[config.mk]
export PLATFORM = sky130hd
export DESIGN_NAME = seg_scan_decoder
export DESIGN_NICKNAME = d
export VERILOG_FILES = /design/src/rtl/seg_scan_decoder.sv
export SDC_FILE = /design/constraint.sdc
export NUM_CORES = 1
export LEC_CHECK = 0
export BUFFER_PORTS_ARGS = -buffer_cell sky130_fd_sc_hd__buf_2
export CORE_UTILIZATION = 56
export CTS_BUF_LIST = sky130_fd_sc_hd__clkbuf_8
export CTS_CLUSTER_DIAMETER = 80
export DETAILED_ROUTE_END_ITERATION = 6
export GPL_ROUTABILITY_DRIVEN = 0
export PLACE_DENSITY = 0.88
export SETUP_SLACK_MARGIN = 0.4
export SYNTH_ARGS = -nofsm -noshare
export SYNTH_HDL_FRONTEND = slang
export SYNTH_SLANG_ARGS = --single-unit
[constraint.sdc]
create_clock -name clk -period 3.85 [get_ports clk]
set_input_delay 0.1925 -clock clk [delete_from_list [all_inputs] [get_ports clk]]
set_output_delay 0.1925 -clock clk [all_outputs]
set_load 0.02 [all_outputs]
[src/rtl/seg_scan_decoder.sv]
// Recovers a 4-digit frame from a multiplexed, active-low 7-segment scan.
// Digits are captured after STABLE_CYCLES stable samples; frame abandoned after TIMEOUT cycles.
module seg_scan_decoder #(
   parameter int STABLE_CYCLES = 4,
   parameter int TIMEOUT       = 2000000
) (
   input  logic        clk,
   input  logic        rst_n,
   input  logic [7:0]  seg,
   input  logic [3:0]  an,
   output logic [15:0] digits,
   output logic [3:0]  dp_o,
   output logic [3:0]  blank,
   output logic [3:0]  bad,
   output logic        frame_valid,
   output logic [7:0]  frame_count,
   output logic        timeout_err
);

   localparam int             TW     = $clog2(TIMEOUT + 1);
   localparam logic [TW:0]    TLIM   = (TW + 1)'(TIMEOUT);
   localparam logic [7:0]     CAP_AT = 8'(STABLE_CYCLES - 2);

   typedef enum logic {WAIT, HELD} state_t;

   logic [7:0]    s_seg, p_seg;
   logic [3:0]    s_an, p_an;
   logic [7:0]    stab_cnt;
   state_t        state, state_nx;
   logic          same, capturable, capture;
   logic [1:0]    sel;
   logic [3:0]    code;
   logic          is_blank, is_bad;
   logic [3:0]    seen, new_bit;
   logic [15:0]   sh_digits;
   logic [3:0]    sh_dp, sh_blank, sh_bad;
   logic [TW-1:0] timer;
   logic [TW:0]   tmr_inc;
   logic          complete, cap_fills, expire;

   // p_* is the previous registered sample, used only for the stability compare
   always_ff @(posedge clk or negedge rst_n) begin
      if (!rst_n) begin
         s_seg <= '0;
         s_an  <= '0;
         p_seg <= '0;
         p_an  <= '0;
      end else begin
         s_seg <= seg;
         s_an  <= an;
         p_seg <= s_seg;
         p_an  <= s_an;
      end
   end

   assign same = ({s_seg, s_an} == {p_seg, p_an});

   always_comb begin
      capturable = 1'b1;
      sel        = 2'd0;
      case (s_an)
         4'b1110: sel = 2'd0;
         4'b1101: sel = 2'd1;
         4'b1011: sel = 2'd2;
         4'b0111: sel = 2'd3;
         default: capturable = 1'b0;
      endcase
   end

   always_ff @(posedge clk or negedge rst_n) begin
      if (!rst_n)
         stab_cnt <= '0;
      else if (!capturable || !same)
         stab_cnt <= '0;
      else if (stab_cnt != 8'hFF)
         stab_cnt <= stab_cnt + 8'd1;
   end

   always_ff @(posedge clk or negedge rst_n) begin
      if (!rst_n)
         state <= WAIT;
      else
         state <= state_nx;
   end

   always_comb begin
      state_nx = state;
      case (state)
         WAIT:    if (capture) state_nx = HELD;
         HELD:    if (!same)   state_nx = WAIT;
         default: state_nx = WAIT;
      endcase
   end

   // Capture on the edge where the counter reaches STABLE_CYCLES-1
   always_comb begin
      capture = (state == WAIT) && same && capturable && (stab_cnt >= CAP_AT);
   end

   always_comb begin
      code     = 4'd0;
      is_blank = 1'b0;
      is_bad   = 1'b0;
      case (s_seg[6:0])
         7'h40:   code = 4'd0;
         7'h79:   code = 4'd1;
         7'h24:   code = 4'd2;
         7'h30:   code = 4'd3;
         7'h19:   code = 4'd4;
         7'h12:   code = 4'd5;
         7'h02:   code = 4'd6;
         7'h78:   code = 4'd7;
         7'h00:   code = 4'd8;
         7'h10:   code = 4'd9;
         7'h7F:   is_blank = 1'b1;
         default: is_bad = 1'b1;
      endcase
   end

   assign new_bit   = capture ? (4'b0001 << sel) : 4'b0000;
   assign complete  = (seen == 4'hF);
   assign cap_fills = capture && ((seen | new_bit) == 4'hF);
   assign tmr_inc   = {1'b0, timer} + 1'b1;
   // A capture that fills the frame on the expiry edge takes priority
   assign expire    = (seen != 4'h0) && !complete && (tmr_inc >= TLIM) && !cap_fills;

   always_ff @(posedge clk or negedge rst_n) begin
      if (!rst_n) begin
         digits      <= '0;
         dp_o        <= '0;
         blank       <= '0;
         bad         <= '0;
         frame_valid <= 1'b0;
         frame_count <= '0;
         timeout_err <= 1'b0;
         seen        <= '0;
         timer       <= '0;
         sh_digits   <= '0;
         sh_dp       <= '0;
         sh_blank    <= '0;
         sh_bad      <= '0;
      end else begin
         frame_valid <= complete;
         timeout_err <= expire;
         if (capture) begin
            sh_digits[4*sel +: 4] <= code;
            sh_dp[sel]            <= ~s_seg[7];
            sh_blank[sel]         <= is_blank;
            sh_bad[sel]           <= is_bad;
         end
         if (complete) begin
            digits      <= sh_digits;
            dp_o        <= sh_dp;
            blank       <= sh_blank;
            bad         <= sh_bad;
            frame_count <= frame_count + 8'd1;
            seen        <= new_bit;
            timer       <= '0;
         end else if (expire) begin
            seen  <= '0;
            timer <= '0;
         end else begin
            seen  <= seen | new_bit;
            timer <= (seen == 4'h0) ? '0 : timer + 1'b1;
         end
      end
   end

endmodule

After elaboration in Yosys (flattened, before gate mapping):

Index checks and enable logic that the tools add are counted.
Widths: inputs -> output; s select.

* register bits after elaboration: 124
* bits in latches: 0
* bits in writable memories: 0
* ROM bits: 0
* input bits: 14
* output and inout port bits: 38
* logic and storage cells: 93
* memories kept: 0

* add/subtract/negate cells: 5
* multiply operators: 0
* divide/modulo/power cells: 0
* order comparisons: 4
* equality and inequality tests: 18
* shift-type cells: 3
* multiplexer cells: 22
* bitwise logic cells: 3
* reductions and logical operators: 19

Operators with widths (number)
* $mux 21: 3
* $pmux 4 s9: 1
* $neg 4->34: 1
* $shift 4x34->16 const A: 1
* $shiftx 4x34->16: 1
* $eq 7x7->1 const B: 4
* $add 21x1->22 const B: 1
* $ge 22x21->1 const B: 1
* $add 21x1->21 const B: 1
* $eq 7x5->1 const B: 3
* $eq 4x4->1 const B: 5
* $add 8x1->8 const B: 2
* $bwmux 16: 1
* $mux 8: 2
* $eq 7x6->1 const B: 2
* $bwmux 4: 3
* $eq 12x12->1: 1
* $mux 4: 3
* $reduce_or 11->1: 1
* $ge 8x2->1 const B: 1
* $logic_and 1x1->1: 8
* $ne 8x8->1 const B: 1
* $eq 7x2->1 const B: 1
* $logic_not 7->1: 1
* other kinds (16): 25

Depth between registers and ports, before layout:

* depth after elaboration: 13
* mapped depth: 11

Worst setup path after synthesis:

No wires, ideal clock.

* kind: flip-flop to flip-flop
* start point: reg timer[0]
* end point: reg timeout_err
* setup time: 119 ps
* arrival time: 2062 ps
* path slack: 1669 ps
* cell stages (with the launch flop): 9
* path buffers: 0
* cells stage by stage: dfrtp_1 ha_1 and4_1 nand2_1 nor3_1 xnor2_1 a21boi_0 o22ai_1 and2_1

* word-level cells in the longest chain between the ends: 4

RTL lines
* start: declaration: line 37 `logic [TW-1:0] timer;`
* start signal: assignment: line 164 `timer <= (seen == 4'h0) ? '0 : timer + 1'b1;`
* $add 21x1->22: line 123 `assign tmr_inc = {1'b0, timer} + 1'b1;`
* $ge 22x21->1: line 125 `assign expire = (seen != 4'h0) && !complete && (tmr_inc >= TLIM) && !cap_fills;`
* $logic_and 1x1->1 (2 in a row): line 125
* named net expire: line 39 `logic complete, cap_fills, expire;`
* end signal: assignment: line 144 `timeout_err <= expire;`
* end: declaration: line 17 `output logic timeout_err`

The timed path passes the listed nets, and every way through them passes these cells.
A chain may end at the register's enable or synchronous reset.

Worst setup path after layout:

* start point: reg s_seg[0]
* end point: reg sh_digits[2]

* word-level cells in the longest chain between the ends: 4
* elaborated cells on any way between the ends: 16
* those cells by class: eq/ne: 9; shift: 1; mux: 2; reduce/logical: 4

RTL lines
* start: declaration: line 26 `logic [7:0] s_seg, p_seg;`
* start signal: assignment: line 49 `s_seg <= seg;`
* $eq 7x5->1 (tied with other cells): line 104 `case (s_seg[6:0])`
* $pmux 4 s9 or $logic_and 1x1->1 (tied branches): line 104, 97
* $shiftx 4x34->16 or $logic_and 1x1->1 (tied branches): line 146, 97
* $bwmux 16 or $logic_and 1x1->1 (tied branches): line 146, 97
* end signal: indexed assignment: line 146 `sh_digits[4*sel +: 4] <= code;`
* end: declaration: line 35 `logic [15:0] sh_digits;`

Parallel ways exist; a longest one is shown, timed or not.

==> qor.yml <==
cts_resized: 0
place_hpwl_um: 7690
dieArea_um2: 10200
rows: 35
die-height_um: 101
final_core_util_pct: 68.5
synth_fa_ha_area_share_pct: 2.05
cp.required_ns: 4.17
first_pass_iters: 5
core_um2: 9370
worst_pin_slew_ns: 0.982
startpoint_type: "register"
antenna_found_initial: 0
cp_slowest_cell: "a2111oi_4"
cp_top_family: "compound AO/OA/AOI/OAI gates"
final_max_slew_viol_count: 0
n_fill_cell: 679
grt_pass1_vias: 4180
end_kind: "register"
yosys_warnings: 0
path_class: "register to register"
r2r_setup_slack_ns: 1.08
clockBufferDepth: 2
io_pins: 52
drt_iter0_drc: 232
crit_arrival_ns: 3.09
ys_ff_latch: 124
numCtsBuffers: 17
irDropWorstVdd_mv: 0.372
r2r_start: "s_seg[0]"
synthMuxAreaShare_pct: 2.21
path_max_fanout: 13
grt_max_degree: 81
timing.rr.end: "sh_digits[2]"
mostFrequentLayoutCells: "nand2_1 (133), dfrtp_1 (124), buf_2 (50), nor2_1 (40), xor2_1 (29)"
drcViolationCount: 0
clk_latency_ns: 0.45
synth_nets: 557
multi_input_area_um2: 2270
slowest_delay_ns: 0.55
hold_path_class: "primary input to register"
grt_pass1_wl_um: 19800
outcome: "finished, final reports clean"
yosysSeqAreaShare_pct: 56.5
crit_chain: "xor2_1 > nor4_1 > nand3_1 > a2111oi_4 > nand2_1 > o31ai_1"
finalCritPeriodShare_pct: 72.0
area_growth_pct: 17.0
cts_root_buffer: "clkbuf_8"
portBuffers: 51
drt-wirelength-per-cell_um: 15.7
synth_compound_area_share_pct: 7.84
tns_ns: 0
n_antenna_cell: 0
p_leak_nw: 3.10
fmax_mhz: 361
holdPathStages: 2
synthSimpleGateAreaFrac_pct: 22.2
cts_setup_buffers: 0
rr_worst_depth: 6
seqCellArea_um2: 3100
start_util_pct: 58.6
cts.clk_slew.worst_paths_ns: 0.08
grt_usage_pct: 25.5
grt_overflow: 0
postRouteWirelength_um: 11700
drtAntennaViolNets: 0
ctsHoldBuffers: 13
cts_tree: "done"
synth_cell_types: 54
fin_crit_ns: 2.77
synth-xor-area-share_pct: 7.02
synthFlopType: "dfrtp_1"
finClkSkew_ns: 0.0132
via_count: 4185
rsz0062_at_grt: "false"
die_x_um: 101
drv_cap: 0
max_slew_margin_pct: 34.5
synth_top_family_by_area: "simple AND/OR/NAND/NOR gates"
worstHoldStart: "an[2]"
clock_sinks: 124
hold_viol_final: 0
layout.cells.most_common: "nand2_1"
nets: 625
synth.avg_cell_area_um2: 10.3
synth_edf_count: 0
powerDensity_nw_per_um2: 424
layout-drive-gt1-share_pct: 16.6
viasPerCell: 5.63
setup_viol: 0
ctsHtreeMaxLevel: 4
hold_path_end: "s_an[2]"
path_buf_inv: 0
async_flop_share_pct: 100
netlist_area_um2: 5490
netlist_instances: 534
==> metrics by stage <==
stage | std cells | hold slack, ns | total power [mW] | instance area, um^2 | setup slack [ns]
global route | 743 | 0.377 | 2.80 | 6420 | 0.788
finish | 743 | 0.386 | 2.72 | 6420 | 1.08
detailed placement | 699 | 0.302 | 1.43 | 5840 | 1.21
global placement | 699 | 0.300 | 1.43 | 5840 | 1.30
floorplan | 534 | -0.103 | 1.39 | 5490 | 1.67
CTS | 743 | 0.381 | 2.73 | 6420 | 1.17
==> flip-flops by register name, indices dropped and copies added (netlist names), 8 cells and up <==
signal and count:
digits 16, sh_digits 16, stab_cnt 8, frame_count 8, timer 21, s_seg 8, p_seg 8
==> logic make-up (layout without fill, tap and decap cells) <==
| kind of cell | count (synthesis) | in the layout |
|---|---|---|
| AOI/OAI and AO/OA | 58 | 58 |
| xor gates and xnor gates | 44 | 44 |
| adders and majority gates | 9 | 9 |
| buffers and inverters | 24 | 104 |
| DFF | 124 | 124 |
| muxes | 11 | 11 |
| and+or+nand+nor | 264 | 264 |
==> synth_stat cells, types with 2 or more instances <==
cell	instances	area share, %
nand2_1	133	9.1
ha_1	9	2.1
o21a_1	2	0.27
xor2_1	29	4.6
a21boi_0	2	0.27
and4_1	3	0.48
nand3_1	19	1.7
nand2b_1	5	0.57
a211oi_1	3	0.41
or2_2	3	0.34
a21oi_1	4	0.36
buf_2	5	0.46
inv_1	4	0.27
and2_1	6	0.68
nor2_1	40	2.7
nor2b_1	2	0.23
o21ai_0	11	1.0
nand4_1	11	1.3
mux2i_1	2	0.36
xnor2_1	15	2.4
nand3b_1	4	0.55
buf_6	3	0.62
o22ai_1	3	0.34
o31ai_1	17	2.3
nor3_1	10	0.91
dfrtp_1	124	57
or3_1	4	0.46
a22oi_1	5	0.68
and3_1	5	0.57
clkbuf_1	10	0.68
nor4_1	10	1.1
mux2_2	9	1.8
==> where the power goes <==
group          switching, mW  total [mW]  internal, mW
registers             0.0184        1.33          1.31
logic                 0.0508      0.0833        0.0325
clock network          0.535        1.31         0.771
total                  0.605        2.72          2.12
==> layout make-up <==
type	instances	share of cell area, %
flip-flops and latches	124	48.3
multi-input cells	386	35.3
repair buffers	68	6.51
clock inverters	14	3.41
inverters	5	0.292
well taps	129	2.51
clock buffers	17	3.64
==> per-layer routing <==
metal,global-route usage [%],share of wire (%)
met5,0,0
met2,41.5,50
met1,32.6,42
met3,6.52,5.5
met4,10.8,2.2
==> worst max path at each step <==
stage,endpoint,slack [ns],startpoint,cells after the start
3_5_place_dp,sh_blank[0],1.21,s_seg[0],6
5_1_grt,sh_digits[9],0.79,s_seg[0],6
2_1_floorplan,timeout_err,1.67,timer[0],8
3_3_place_gp,sh_bad[0],1.30,s_seg[0],6
4_1_cts,sh_digits[2],1.17,s_seg[0],6
6_report,sh_digits[2],1.08,s_seg[0],6
(Power assumes the default switching activity.)
